### src/rtl/lstm_pkg.sv
// Shared LSTM scheduler types, default dimensions and sizing helper.
package lstm_pkg;

  typedef enum logic [2:0] {
    S_IDLE,
    S_RUN,
    S_PAUSE,
    S_STEP_END,
    S_DONE
  } state_e;

  localparam int unsigned LSTM_N_COLS  = 53;
  localparam int unsigned LSTM_N_ROWS  = 16;
  localparam int unsigned LSTM_N_STEPS = 8;

  // Bits needed to hold 0..n-1, never less than one.
  function automatic int unsigned cw(input int unsigned n);
    return (n < 2) ? 1 : $clog2(n);
  endfunction

endpackage

### src/rtl/lstm_step_sched_addr_cnt.sv
// Enable/clear/increment counter with terminal-count flag at MAX.
module addr_cnt #(
  parameter int unsigned WIDTH = 4,
  parameter int unsigned MAX   = 15
) (
  input  logic             clk,
  input  logic             rst,
  input  logic             en_i,
  input  logic             clr_i,
  input  logic             inc_i,
  output logic [WIDTH-1:0] cnt_o,
  output logic             tc_o
);

  localparam logic [WIDTH-1:0] MAX_V = WIDTH'(MAX);

  logic [WIDTH-1:0] cnt_q;

  // Clear has priority over increment and ignores the enable.
  always_ff @(posedge clk) begin
    if (rst || clr_i) cnt_q <= '0;
    else if (en_i && inc_i) cnt_q <= cnt_q + WIDTH'(1);
  end

  assign cnt_o = cnt_q;
  assign tc_o  = (cnt_q == MAX_V);

endmodule

### src/rtl/lstm_step_sched.sv
// Weight-address scheduler for one LSTM sequence: rows of N_COLS reads,
// a drain pause after each row, N_ROWS rows per step, N_STEPS steps.
module lstm_step_sched
  import lstm_pkg::*;
#(
  parameter int unsigned ADDR_WIDTH = 12,
  parameter int unsigned N_COLS     = LSTM_N_COLS,
  parameter int unsigned N_ROWS     = LSTM_N_ROWS,
  parameter int unsigned PAUSE_LEN  = 4,
  parameter int unsigned N_STEPS    = LSTM_N_STEPS
) (
  input  logic                  clk,
  input  logic                  rst,
  input  logic                  i_start,
  input  logic                  i_en,
  input  logic                  i_abort,
  output logic [ADDR_WIDTH-1:0] o_addr,
  output logic                  o_addr_vld,
  output logic                  o_mac_clr,
  output logic                  o_act_go,
  output logic [ADDR_WIDTH-1:0] o_row,
  output logic                  o_step_done,
  output logic                  o_busy,
  output logic                  o_done
);

  localparam int unsigned PW    = cw(PAUSE_LEN);
  localparam int unsigned SW    = cw(N_STEPS);
  localparam int unsigned P_MAX = (PAUSE_LEN == 0) ? 0 : PAUSE_LEN - 1;

  state_e                state_q, state_d;
  logic [ADDR_WIDTH-1:0] addr_q, addr_d;
  logic [ADDR_WIDTH-1:0] col_cnt, row_cnt;
  logic [PW-1:0]         pause_cnt_unused;
  logic [SW-1:0]         step_cnt_unused;
  logic col_tc, row_tc, p_tc, s_tc;
  logic col_clr, col_inc, row_clr, row_inc, p_clr, p_inc, s_clr, s_inc;

  logic vld_d, clr_d, act_d, sd_d, busy_d, done_d;
  logic [ADDR_WIDTH-1:0] addr_o_q, row_o_q;
  logic vld_q, clr_q, act_q, sd_q, busy_q, done_q;

  addr_cnt #(.WIDTH(ADDR_WIDTH), .MAX(N_COLS - 1)) u_col (
    .clk(clk), .rst(rst), .en_i(i_en), .clr_i(col_clr), .inc_i(col_inc),
    .cnt_o(col_cnt), .tc_o(col_tc));

  addr_cnt #(.WIDTH(ADDR_WIDTH), .MAX(N_ROWS - 1)) u_row (
    .clk(clk), .rst(rst), .en_i(i_en), .clr_i(row_clr), .inc_i(row_inc),
    .cnt_o(row_cnt), .tc_o(row_tc));

  addr_cnt #(.WIDTH(PW), .MAX(P_MAX)) u_pause (
    .clk(clk), .rst(rst), .en_i(i_en), .clr_i(p_clr), .inc_i(p_inc),
    .cnt_o(pause_cnt_unused), .tc_o(p_tc));

  addr_cnt #(.WIDTH(SW), .MAX(N_STEPS - 1)) u_step (
    .clk(clk), .rst(rst), .en_i(i_en), .clr_i(s_clr), .inc_i(s_inc),
    .cnt_o(step_cnt_unused), .tc_o(s_tc));

  // State and running address register.
  always_ff @(posedge clk) begin
    if (rst) begin
      state_q <= S_IDLE;
      addr_q  <= '0;
    end else begin
      state_q <= state_d;
      addr_q  <= addr_d;
    end
  end

  // Next-state, counter control and running address; abort overrides all.
  always_comb begin
    state_d = state_q;
    addr_d  = addr_q;
    col_clr = 1'b0; col_inc = 1'b0;
    row_clr = 1'b0; row_inc = 1'b0;
    p_clr   = 1'b0; p_inc   = 1'b0;
    s_clr   = 1'b0; s_inc   = 1'b0;
    if (i_en) begin
      case (state_q)
        S_IDLE: if (i_start) begin
          state_d = S_RUN;
          addr_d  = '0;
          col_clr = 1'b1; row_clr = 1'b1; p_clr = 1'b1; s_clr = 1'b1;
        end
        S_RUN: begin
          col_inc = 1'b1;
          addr_d  = addr_q + ADDR_WIDTH'(1);
          if (col_tc) begin
            col_clr = 1'b1;
            // Without a drain pause the row boundary is taken straight from RUN.
            if (PAUSE_LEN != 0) begin
              state_d = S_PAUSE;
              p_clr   = 1'b1;
            end else if (row_tc) begin
              state_d = S_STEP_END;
            end else begin
              row_inc = 1'b1;
            end
          end
        end
        S_PAUSE: begin
          p_inc = 1'b1;
          if (p_tc) begin
            p_clr = 1'b1;
            if (row_tc) state_d = S_STEP_END;
            else begin
              row_inc = 1'b1;
              state_d = S_RUN;
            end
          end
        end
        S_STEP_END: begin
          addr_d  = '0;
          row_clr = 1'b1; col_clr = 1'b1; p_clr = 1'b1;
          if (s_tc) begin
            state_d = S_DONE;
            s_clr   = 1'b1;
          end else begin
            state_d = S_RUN;
            s_inc   = 1'b1;
          end
        end
        S_DONE: state_d = S_IDLE;
        default: state_d = S_IDLE;
      endcase
    end
    if (i_abort) begin
      state_d = S_IDLE;
      addr_d  = '0;
      col_clr = 1'b1; row_clr = 1'b1; p_clr = 1'b1; s_clr = 1'b1;
      col_inc = 1'b0; row_inc = 1'b0; p_inc = 1'b0; s_inc = 1'b0;
    end
  end

  // Output decode from the current state; pulses need i_en.
  always_comb begin
    vld_d  = i_en && (state_q == S_RUN);
    clr_d  = vld_d && (col_cnt == '0);
    act_d  = i_en && (((state_q == S_RUN) && col_tc && (PAUSE_LEN == 0)) ||
                      ((state_q == S_PAUSE) && p_tc));
    sd_d   = i_en && (state_q == S_STEP_END);
    done_d = i_en && (state_q == S_DONE);
    busy_d = (state_q != S_IDLE);
  end

  // Registered outputs, forced to zero by reset or abort.
  always_ff @(posedge clk) begin
    if (rst || i_abort) begin
      addr_o_q <= '0; row_o_q <= '0;
      vld_q <= 1'b0; clr_q <= 1'b0; act_q <= 1'b0;
      sd_q  <= 1'b0; busy_q <= 1'b0; done_q <= 1'b0;
    end else begin
      addr_o_q <= addr_q; row_o_q <= row_cnt;
      vld_q <= vld_d; clr_q <= clr_d; act_q <= act_d;
      sd_q  <= sd_d;  busy_q <= busy_d; done_q <= done_d;
    end
  end

  assign o_addr      = addr_o_q;
  assign o_row       = row_o_q;
  assign o_addr_vld  = vld_q;
  assign o_mac_clr   = clr_q;
  assign o_act_go    = act_q;
  assign o_step_done = sd_q;
  assign o_busy      = busy_q;
  assign o_done      = done_q;

endmodule

### config.mk
export PLATFORM = sky130hd
export DESIGN_NAME = lstm_step_sched
export DESIGN_NICKNAME = d
export VERILOG_FILES = /design/src/rtl/lstm_pkg.sv /design/src/rtl/lstm_step_sched_addr_cnt.sv /design/src/rtl/lstm_step_sched.sv
export SDC_FILE = /design/constraint.sdc
export NUM_CORES = 1
export LEC_CHECK = 0
export BUFFER_PORTS_ARGS = -buffer_cell sky130_fd_sc_hd__clkbuf_2
export CORE_ASPECT_RATIO = 0.75
export CORE_MARGIN = 10
export CORE_UTILIZATION = 50
export CTS_BUF_LIST = sky130_fd_sc_hd__clkbuf_16
export DETAILED_ROUTE_END_ITERATION = 6
export PLACE_DENSITY = 0.74
export SLEW_MARGIN = 20
export SYNTH_ARGS = -nofsm -noshare
export SYNTH_HDL_FRONTEND = slang
export SYNTH_SLANG_ARGS = --single-unit
### constraint.sdc
create_clock -name clk -period 1.9 [get_ports clk]
set_clock_uncertainty 0.1 [all_clocks]
set_input_delay 0.38 -clock clk [delete_from_list [all_inputs] [get_ports clk]]
set_output_delay 0.38 -clock clk [all_outputs]
set_load 0.1 [all_outputs]
# After elaboration in Yosys (flattened, before gate mapping)
# Cells that the tools add are included.
word_totals:
  register_bits: 74
  inputBits: 5
  output_inout_bits: 30
  elab_cells: 91
op_classes:
  addsub: 5
  eq_ne: 11
  muxes: 39
  n_reduce_logical: 22
ops:
  columns: ["op", "n"]
  rows:
  - ["$add A12 B1 Y12 const B", 3]
  - ["$pmux W12 S3", 1]
  - ["$mux W1", 27]
  - ["$eq A12 B4 Y1 const B", 1]
  - ["$eq A12 B6 Y1 const B", 1]
  - ["$logic_not A12 Y1", 1]
  - ["$mux W12", 1]
  - ["$mux W3", 4]
  - ["$pmux W3 S4", 1]
  - ["$logic_and A1 B1 Y1", 10]
  - ["$eq A3 B2 Y1 const B", 2]
  - ["$eq A3 B3 Y1 const B", 2]
  - ["$ne A2 B2 Y1 const B", 3]
  - ["$reduce_bool A3 Y1", 2]
  - ["$logic_or A1 B1 Y1", 5]
  - ["$pmux W1 S2", 2]
  - ["$pmux W1 S4", 1]
  - ["$reduce_and A4 Y1", 1]
  - ["$add A3 B1 Y3 const B", 1]
  - ["$eq A3 B1 Y1 const B", 1]
  - ["$logic_not A3 Y1", 1]
  - ["$pmux W1 S3", 1]
  - ["$reduce_and A3 Y1", 1]
  - ["$add A2 B1 Y2 const B", 1]
  - ["other kinds (3)", 3]

# Longest topological paths before layout
# Gate-level depths: netlist of run 1.
logic_depth:
  word_depth: 7
  mapped_depth: 7
  depth_no_buf: 6

# By module
# A second synthesis of run 1 with hierarchy kept.
unflattened:
  cells_unflattened: 343
  hier_area_um2: 3179.3
by_module_without_submodules:
  columns: ["module", "instances", "cells_each", "area_each_um2", "seq_area_each_um2"]
  rows:
  - ["lstm_step_sched", 1, 182, 1742.9, 900.9]
  - ["addr_cnt (u_row)", 1, 69, 600.6, 240.2]
  - ["addr_cnt (u_col)", 1, 67, 573.0, 240.2]
  - ["addr_cnt (u_step)", 1, 15, 153.9, 60.1]
  - ["addr_cnt (u_pause)", 1, 10, 108.9, 40.0]

# Worst setup path after synthesis of run 1
# Ideal clock, no wire load.
synth_timing:
  kind: "reg-to-reg"
  from: "register state_q[2]"
  to: "register u_col.cnt_q[11], in the netlist u_col.cnt_o[11]"
  setup_time_ps: 70
  arrival_ps: 1787
  t_required_ps: 1730
  setup_slack_ps: -57
  stages_incl_launch_ff: 6
  n_path_buf: 1
  period_less_slack_ps: 1957
  cell_sequence: "dfxtp_1 > buf_6 > or3b_4 > or3_4 > or4_1 > a21oi_1"
synth_via:
  elab_chain_cells: 5
  elab_cells_between_ends: 11
  cone_classes: "2 x eq/ne; 6 x mux; 3 x reduce/logical"
synth_rtl:
  columns: ["item", "line", "text"]
  rows:
  - ["start, declared", "lstm_step_sched.sv:31", "state_e state_q, state_d;"]
  - ["start signal, assigned", "lstm_step_sched.sv:65", "state_q <= state_d;"]
  - ["$eq A3 B2 Y1 (tied with other cells)", "lstm_step_sched.sv:79", "case (state_q)"]
  - ["$pmux W1 S3 / $mux W1 (equally long branches)", "lstm_step_sched.sv:79", null]
  - ["$mux W1", "lstm_step_sched.sv:78", "if (i_en) begin"]
  - ["$mux W1", "lstm_step_sched.sv:127", "if (i_abort) begin"]
  - ["$logic_or A1 B1 Y1 / $logic_and A1 B1 Y1 (equally long branches)", "lstm_step_sched_addr_cnt.sv:21, lstm_step_sched_addr_cnt.sv:22", null]
  - ["end signal, assigned", "lstm_step_sched_addr_cnt.sv:22", "else if (en_i && inc_i) cnt_q <= cnt_q + WIDTH'(1);"]
  - ["end, declared", "lstm_step_sched_addr_cnt.sv:17", "logic [WIDTH-1:0] cnt_q;"]
# Several ways; a longest one is shown, not always the timed one.
# A chain may end at the register's enable or synchronous reset.

# Worst setup path after layout of run 1
# Same ends and word-level chain as after synthesis.

==> results of run 1 <==
## power by group
group	switching (mW)	internal [mW]	total, mW
Combinational	0.0698	0.0403	0.110
Clock	0.612	1.27	1.88
Sequential	0.00219	1.55	1.56
## layout make-up
cell class	count	area, µm²
Sequential cell	74	1485
Inverter	8	30.03
Timing Repair Buffer	63	400.4
Multi-Input combinational cell	238	1516
Fill cell	478	1997
Clock buffer	9	225.2
Clock inverter	5	103.9
Tap cell	78	97.59
## routing by layer
layer / up-vias / wire, µm / global-route usage [%]
met1: 1216 / 3223 / 19.57
met4: 0 / 99 / 5.704
met3: 13 / 605 / 5.282
met5: - / 0 / 0
li1: 1306 / - / -
met2: 109 / 2976 / 21.44
## worst max-delay path, stage by stage (launching register included)
cell	delay [ns]
dfxtp_2	0.34
or3b_4	0.40
or3_4	0.36
or4_1	0.47
a21oi_1	0.13
## registers in the layout, summed over array words and instances (netlist names)
register,count
addr_q,12
o_addr,12
u_row.cnt_o,12
u_pause.cnt_o,2
o_step_done,1
o_addr_vld,1
u_step.cnt_o,3
state_q,3
u_col.cnt_o,12
o_act_go,1
o_done,1
o_mac_clr,1
o_busy,1
o_row,12
## kinds of logic after synthesis
group | count (synthesis) | synth area share [%]
AND/OR/NAND/NOR | 147 | 27.65
XOR/XNOR | 15 | 4.314
AO/OA/AOI/OAI | 64 | 12.04
buffers and inverters | 23 | 3.163
multiplexers | 4 | 1.315
flip-flops | 74 | 48.64
adder cells (fa/ha/maj) | 7 | 2.876
## worst min path at each step
stage | cells past startpoint | end
after floorplan | 1 | o_addr[11]
after global placement | 2 | u_step.cnt_o[1]
after detailed placement | 1 | o_addr[9]
after CTS | 2 | o_act_go
after global routing | 2 | o_act_go
final | 2 | o_act_go
## cell usage after synthesis (5+ instances only)
| library cell | number |
|---|---|
| dfxtp_1 | 74 |
| xor2_1 | 11 |
| and4_1 | 5 |
| nor4_1 | 5 |
| nand2b_1 | 5 |
| o21ai_0 | 18 |
| or4_1 | 7 |
| nor2_1 | 26 |
| nand2_1 | 18 |
| or3_1 | 14 |
| and2_1 | 26 |
| and3_1 | 7 |
| ha_1 | 7 |
| a21oi_1 | 28 |
| nand4_1 | 5 |
| o31ai_1 | 7 |
| nand3_1 | 14 |
| clkbuf_1 | 11 |
| inv_1 | 8 |
## stage by stage
stage / instance area, µm² / setup TNS, ns
2_1_floorplan: 3050 / -0.003648
3_3_place_gp: 3475 / 0
3_5_place_dp: 3475 / -0.1225
4_1_cts: 3807 / 0
5_1_grt: 3859 / -0.03735
6_report: 3859 / 0
## what timing repair did
item | in CTS | in global routing
hold endpoints to repair | 0 | 0
resized for setup | 3 | 9
gates cloned | 0 | 1
pin swaps | 0 | 1
endpoints found under the setup margin | 1 | 26
setup buffers | 0 | 1
==> reports/qor.csv, run 1 <==
stage,metric,value,unit
setup_path,r2r_cells,4,
floorplanning,pin_count,35,
clocking,cts_buffers,9,
floorplanning,die_w,110.1,µm
detailed_routing,vias_per_cell,5.566,
power_and_ir_drop,vdd_ir_drop_max,0.0006559,V
detailed_routing,dr.pass1.iters,5,
synth,ys_seq_elements,74,
synth,synth.distinct_cells,40,
flow_run,drv_cap,0,
final_layout,fin_util,65.90,%
detailed_routing,drt_iter0_drc,210,
floorplanning,start_util,52.01,%
setup_path,end_kind,flop,
timing,worstMarginPinSlew,0.5530,ns
power_and_ir_drop,pwr_density_cell,919.3,nW/µm²
setup_path,critPathKind,flop to flop,
detailed_routing,wl,6904,µm
placed_design,place.gp.congestion,0.9051,
synth,yosys-top-cells-area,"dfxtp_1 49%, and2_1 5.3%, a21oi_1 4.6%",
placed_design,pre_cts_slack,-0.04189,ns
timing,fmax,534.6,MHz
final_layout,final_cell_mix,"71 x dfxtp_1, 34 x clkbuf_2, 28 x buf_4, 27 x a21oi_1",
power_and_ir_drop,p_leak,1.532,nW
global_route,grt_usage,14.75,%
clocking,cts_buffer_depth,2,
setup_path,regToRegStartpoint,state_q[2],
outcome,status,finished clean,
synth,ys_seq_area_share,48.64,%
synth,synth_top_cell_by_area,dfxtp_1,
synth,syn_area_per_cell,9.118,µm²
final_layout,antenna_cells,0,
detailed_routing,dr_total_vias,2644,
floorplanning,rows,24,
global_route,grt_max_degree,24,
synth,ys_warn_count,0,
setup_path,crit_arrival,2.04,ns
detailed_routing,drc_errors,0,
synth,synth_area,3045,µm²
timing,fin_crit,1.871,ns
timing,slew_headroom,63.29,%
detailed_routing,detail-route-antenna-nets,0,
placed_design,dp_cells,459,
timing,report.final.slew_viol_count,0,
setup_path,critPathCapture,u_col.cnt_o[11],
placed_design,post-dp-hpwl,4906,µm
synth,synth_ff_type,dfxtp_1,
hold_path,hp-class,primary input to flop,
setup_path,worstSetupStartpointType,flop,
setup_path,r2r_slack,0.03,ns
clocking,clk_pin_slew,0.06,ns
global_route,grt_pass1_wl,11360,µm
timing,finalCritPeriodShare,98.46,%
synth,synthArstFlopShare,0,%
timing,setup_ws,0.02930,ns
hold_path,worstHoldStart,rst,
final_layout,final_nets,406,
final_layout,final_cells,475,
clocking,clock_sinks,74,
synth,netlist_instances,334,
timing,finalHoldViolations,0,
synth,synth_fp_nets,346,
global_route,grt_overflow_total,0,
timing,rsz0062_at_grt,yes,
timing,setup_violations,0,
timing,whs,0.1703,ns
global_route,antenna_found_initial,0,
clocking,clkLatencyLatePin,0.33,ns
setup_path,critical_path.startpoint,state_q[2],
setup_path,critPathRequiredTime,2.07,ns
setup_path,worstReg2RegEnd,u_col.cnt_o[11],
power_and_ir_drop,finalPower,3.547,mW
final_layout,final_common_cell,dfxtp_1,
placed_design,port_buffers,34,
final_layout,syn_to_final_growth,26.70,%
global_route,first_global_vias,2410,
synth,synth_largest_type_area_fraction,48.64,%
floorplanning,dieArea,9645,µm²
detailed_routing,wl_per_cell,14.53,µm
synth,synth-edff-count,0,
clocking,cts-root-buf,clkbuf_16,
clocking,ctsHoldBuffers,0,
floorplanning,die_h,87.59,µm
floorplanning,coreArea,5856,µm²
setup_path,crit_fanout,4,
final_layout,drive_above_1_share,23.17,%
clocking,cts_tree,yes,
clocking,htree_levels,3,
(Power assumes the default switching activity.)
==> inputs of run 2 (changes only) <==
- ABC_AREA: default -> 1
- CORE_MARGIN: 10 -> 3
- PLACE_DENSITY: 0.74 -> 0.73
==> run 2 against run 1 <==
Global-route usage rose by 5.7 points. Synthesized cell count rose by 45%. Cell count rose by 35%. Worst hold slack improved by 0.11 ns. Fmax rose by 6.7%. Clock power rose by 3%. Routed wire length rose by 12%. Combinational power rose by 37%. Clock-buffer cell count did not move. Largest cell class unchanged.
==> reports/qor.csv, run 2 <==
stage,metric,value,unit
power_and_ir_drop,power_frac_comb,4.2,%
timing,slew_headroom,63.45,%
power_and_ir_drop,vdd_ir_drop_max,0.0004698,V
clocking,ctsHoldBuffers,0,
synth,ys_top_cells_by_count,"113 x nand2_1, 86 x nor2_1, 74 x dfxtp_1",
synth,ys_seq_elements,74,
detailed_routing,dr_total_vias,3157,
synth,synth_fp_nets,495,
floorplanning,pin_count,35,
synth,synth_area,3550,µm²
synth,synth_top_family_by_area,simple AND/OR/NAND/NOR gates,
global_route,grt_pass1_wl,13190,µm
power_and_ir_drop,power_frac_seq,42.8,%
clocking,clock_sinks,74,
power_and_ir_drop,switchingPower,0.7643,mW
synth,netlist_instances,483,
clocking,htree_levels,3,
synth,synth_compound_area_share,7.966,%
floorplanning,die_w,103.3,µm
setup_path,crit_arrival,1.86,ns
timing,finalSetupTns,0,ns
final_layout,final_cell_mix,"113 x nand2_1, 85 x nor2_1, 73 x dfxtp_1, 57 x inv_1, 34 x clkbuf_2",
synth,synth.distinct_cells,28,
timing,rsz0062_at_grt,no,
power_and_ir_drop,p_leak,1.744,nW
final_layout,drive_above_1_share,23.03,%
final_layout,register_area,1483,µm²
clocking,cts_tree,yes,
setup_path,end_kind,flop,
synth,synth_simple_gate_area_share,35.78,%
detailed_routing,dr.pass1.iters,4,
detailed_routing,wl_per_cell,12.03,µm
clocking,clkLatencyLatePin,0.33,ns
synth,synth_ff_type,dfxtp_1,
outcome,status,finished clean,
synth,synthXorXnorAreaFrac,2.961,%
synth,synthMuxAreaShare,0,%
global_route,antenna_found_initial,0,
global_route,grt_overflow_total,0,
floorplanning,coreArea,6600,µm²
placed_design,post-dp-hpwl,5459,µm
final_layout,antenna_cells,0,
final_layout,final_nets,554,
setup_path,crit_fanout,11,
synth,syn_area_per_cell,7.349,µm²
clocking,cts-root-buf,clkbuf_16,
detailed_routing,detail-route-antenna-nets,0,
final_layout,final_common_cell,nand2_1,
synth,synth_top_cell_by_area,dfxtp_1,
power_and_ir_drop,internal_power,2.878,mW
final_layout,final_cells,641,
synth,synthArstFlopShare,0,%
power_and_ir_drop,clkPwrFrac,53.0,%
final_layout,fillers,550,
placed_design,dpl_cell_area,3882,µm²
setup_path,critPathKind,flop to flop,
timing,finalHoldViolations,0,
timing,setup_violations,0,
timing,report.final.slew_viol_count,0,
floorplanning,die_h,78.97,µm
global_route,first_global_vias,2946,
detailed_routing,vias_per_cell,4.925,
synth,synth.most_common_cell,nand2_1,
placed_design,place.gp.congestion,0.9347,
setup_path,critPathRequiredTime,2.01,ns
timing,fin_crit,1.753,ns
final_layout,final_area,4295,µm²
timing,whs,0.2793,ns
detailed_routing,drt_iter0_drc,194,
synth,ys_warn_count,0,
synth,synthAdderAreaFrac,2.467,%
clocking,clk_pin_slew,0.06,ns
timing,fmax,570.3,MHz
clocking,cts_buffer_depth,2,
synth,synth_largest_type_area_fraction,41.73,%
final_layout,multi_input_comb_area,1760,µm²
flow_run,drv_cap,0,
synth,synth-edff-count,0,
floorplanning,rows,25,
timing,finalCritPeriodShare,92.28,%
placed_design,dp_cells,618,
power_and_ir_drop,sw_frac_of_total,20.98,%
timing,worstMarginPinSlew,0.5507,ns
hold_path,hp-class,primary input to flop,
global_route,grt_usage,20.44,%
synth,ys_seq_area_share,41.73,%
detailed_routing,drc_errors,0,
floorplanning,start_util,53.78,%
detailed_routing,wl,7713,µm
power_and_ir_drop,pwr_density_cell,848.0,nW/µm²
global_route,grt_max_degree,30,
final_layout,syn_to_final_growth,21.01,%
placed_design,port_buffers,34,
setup_path,worstSetupStartpointType,flop,
floorplanning,dieArea,8157,µm²
clocking,cts_buffers,9,
synth,yosys-top-cells-area,"dfxtp_1 42%, nand2_1 12%, nor2_1 9.1%",
run 2: cell count changes after synthesis, moves of 11 or more:
| cell | change |
|---|---|
| a21oi_2 | +14 |
| and2_1 | -26 |
| clkbuf_1 | -11 |
| inv_1 | +48 |
| nand2_1 | +95 |
| nand2_2 | +13 |
| nor2_1 | +60 |
| o21ai_0 | -11 |
| or3_1 | -14 |
run 2: kinds of logic (layout without fill, tap and decap cells):
kind of cell | Yosys count | after routing
fa+ha+maj | 7 | 7
buf+inv | 73 | 137
flops | 74 | 74
simple gates | 274 | 274
compound gates | 43 | 43
xor+xnor | 12 | 12
run 2: cell type report:
cell class / instances / area share, %
Sequential cell: 74 / 34.52
Timing Repair Buffer: 57 / 7.981
Inverter: 64 / 5.768
Multi-Input combinational cell: 336 / 40.98
Clock buffer: 9 / 5.243
Clock inverter: 7 / 2.767
Tap cell: 94 / 2.738
run 2: timing repair:
item | CTS | global route
setup endpoints to repair | 11 | 13
resized for setup | 1 | 4
endpoints found under the hold margin | 0 | 0
pin swaps | 0 | 1
gates cloned | 0 | 0
setup buffers | 0 | 7
run 2: routing by layer:
metal  routed length [µm]  track usage [%]  vias to the layer above
li1                     -                -                     1628
met3                  404            6.321                       13
met1                 3801            27.47                     1442
met2                 3392            31.05                       74
met4                  113            6.856                        0
met5                    0                0                        -
run 2: power groups by stage:
stage          sequential [mW]  clock [mW]  combinational, mW
6_report                  1.56        1.93              0.151
5_1_grt                   1.56        2.03              0.167
4_1_cts                   1.56        1.96              0.152
3_5_place_dp              1.59           0              0.150
3_3_place_gp              1.59           0              0.148
2_1_floorplan             1.60           0              0.103
run 2: final timing paths:
check                   endpoint  depth (start not counted)  slack (ns)            from
setup / recovery  u_row.cnt_o[6]                          9        0.15  u_row.cnt_o[1]
hold / removal       o_step_done                          4        0.28             rst
setup reg to reg  u_row.cnt_o[6]                          9        0.15  u_row.cnt_o[1]
hold reg to reg       o_addr[10]                          2        0.35      addr_q[10]
run 2: critical path: stages (launching register included):
cell	delay [ns]
dfxtp_2	0.37
ha_2	0.23
nand2_1	0.09
nor2_1	0.13
nand3_1	0.17
nor2_4	0.18
nor2_4	0.10
buf_4	0.14
nand2_2	0.07
a21oi_2	0.05
run 2: metrics by stage:
| stage | power, mW | utilization [%] | setup WS (ns) |
|---|---|---|---|
| floorplan | 1.707 | - | 0.2381 |
| global placement | 1.742 | 58.82 | -0.01663 |
| detailed placement | 1.743 | 58.82 | -0.06161 |
| CTS | 3.674 | 64.11 | 0.03578 |
| global route | 3.753 | 65.08 | 0.02916 |
| finish | 3.642 | 65.08 | 0.1466 |
==> inputs of run 3 (changes only) <==
- ABC_AREA: 1 -> default
- PLACE_DENSITY: 0.73 -> 0.74
==> run 3 against run 2 <==
Cell count fell by 25%. Critical path depth shrank 5. Register-to-register slack worse by 0.11 ns. Combinational power down 23%. Sequential power is essentially flat. Die area down 13%. Setup slack got worse by 0.11 ns. Non-clock buffer count is 13 higher. Global-route usage rose by 0.87 points.
==> reports/qor.csv, run 3 (synthesized netlist as in run 1, its figures left out) <==
stage,metric,value,unit
timing,finalSetupTns,0,ns
power_and_ir_drop,pwr_density_cell,908.3,nW/µm²
hold_path,hp-class,primary input to flop,
detailed_routing,drt_iter0_drc,151,
floorplanning,coreArea,5612,µm²
clocking,clock_sinks,74,
timing,setup_violations,0,
power_and_ir_drop,p_leak,1.543,nW
placed_design,dpl_cell_area,3473,µm²
timing,rsz0062_at_grt,yes,
timing,slew_headroom,62.44,%
clocking,cts_buffers,9,
setup_path,end_kind,flop,
final_layout,final_nets,412,
setup_path,cp_slowest_cell,or4_1,
final_layout,multi_input_comb_area,1513,µm²
final_layout,fillers,448,
placed_design,post-dp-hpwl,4647,µm
setup_path,critPathRequiredTime,2.06,ns
floorplanning,start_util,54.27,%
timing,finalCritPeriodShare,98.28,%
global_route,grt_max_degree,24,
detailed_routing,dr_total_vias,2652,
clocking,htree_levels,3,
global_route,antenna_found_initial,0,
setup_path,cpPeakStageDelay,0.49,ns
detailed_routing,wl_per_cell,14.57,µm
final_layout,final_area,3905,µm²
clocking,cts-root-buf,clkbuf_16,
global_route,grt_pass1_wl,11530,µm
hold_path,worstHoldStart,rst,
timing,report.final.slew_viol_count,0,
final_layout,drive_above_1_share,25.56,%
timing,fmax,535.5,MHz
floorplanning,rows,23,
timing,worstMarginPinSlew,0.5613,ns
setup_path,crit_fanout,4,
clocking,clk_pin_slew,0.06,ns
final_layout,antenna_cells,0,
detailed_routing,dr.pass1.iters,4,
detailed_routing,detail-route-antenna-nets,0,
setup_path,critical_path.startpoint,state_q[2],
final_layout,final_cell_mix,"70 x dfxtp_1, 34 x clkbuf_2, 33 x buf_4",
timing,finalHoldViolations,0,
clocking,cts_tree,yes,
global_route,grt_overflow_total,0,
floorplanning,die_h,73.59,µm
global_route,grt_usage,21.31,%
clocking,clkLatencyLatePin,0.33,ns
floorplanning,dieArea,7073,µm²
placed_design,place.gp.congestion,0.8310,
detailed_routing,vias_per_cell,5.548,
clocking,cts_buffer_depth,2,
floorplanning,pin_count,35,
final_layout,syn_to_final_growth,28.23,%
final_layout,register_area,1486,µm²
flow_run,drv_cap,0,
global_route,first_global_vias,2548,
detailed_routing,drc_errors,0,
detailed_routing,wl,6965,µm
power_and_ir_drop,vdd_ir_drop_max,0.0007045,V
setup_path,critical_path.cell_chain,"or3b_4, or3_4, or4_1, a21oi_1",
outcome,status,finished clean,
final_layout,final_common_cell,dfxtp_1,
floorplanning,die_w,96.12,µm
setup_path,critPathKind,flop to flop,
placed_design,port_buffers,34,
setup_path,worstSetupStartpointType,flop,
timing,fin_crit,1.867,ns
setup_path,regToRegStartpoint,state_q[2],
setup_path,crit_arrival,2.03,ns
## run 3: layout make-up
type                            count  area share [%]
Sequential cell                    74           38.06
Multi-Input combinational cell    237           38.74
Clock buffer                        9           5.767
Timing Repair Buffer               70           11.57
Tap cell                           75           2.403
Clock inverter                      5           2.691
Inverter                            8          0.7690
## run 3: critical path: cells and delay by family, from the launching register on
kind | cells | cell delay, ns
simple gates | 3 | 1.23
compound gates | 1 | 0.13
flops | 1 | 0.33
## run 3: repair_timing
action | 4_1_cts | 5_1_grt
endpoints found under the hold margin | 0 | 0
hold buffers | 0 | 0
endpoints found under the setup margin | 15 | 26
gates resized for setup | 3 | 18
buffers inserted | 1 | 4
cloned | 0 | 1
pin swaps | 1 | 3
## run 3: per-layer routing
metal	vias to the layer above	wire (µm)	global-route usage, %
met2	69	3399	34.43
met1	1246	3122	26.23
li1	1324	-	-
met5	-	0	0
met4	0	110	9.937
met3	13	332	6.141
## run 3: path summary, 6_finish.rpt
| kind | to | slack [ns] | cells after the start |
|---|---|---|---|
| max | u_col.cnt_o[11] | 0.03 | 4 |
| min | o_act_go | 0.19 | 2 |
| max reg2reg | u_col.cnt_o[11] | 0.03 | 4 |
| min reg2reg | o_addr[11] | 0.38 | 1 |
## run 3: power breakdown
group / total [mW] / internal (mW) / leakage [nW] / switching, mW
combinational: 0.117 / 0.0437 / 0.792 / 0.0733
clock: 1.87 / 1.27 / 0.154 / 0.607
sequential: 1.56 / 1.55 / 0.598 / 0.00187
total: 3.55 / 2.86 / 1.54 / 0.683
## run 3: per-stage QoR
stage	utilization [%]	total power, mW	cells	setup WS (ns)	hold slack [ns]
3_5_place_dp	61.90	1.696	458	-0.008880	0.3774
4_1_cts	68.09	3.565	473	0.02499	0.1806
5_1_grt	69.59	3.642	478	-0.02575	0.1932
2_1_floorplan	-	1.650	334	-0.003648	0.3391
3_3_place_gp	61.90	1.695	458	0.03654	0.3561
6_report	69.59	3.547	478	0.03267	0.1921
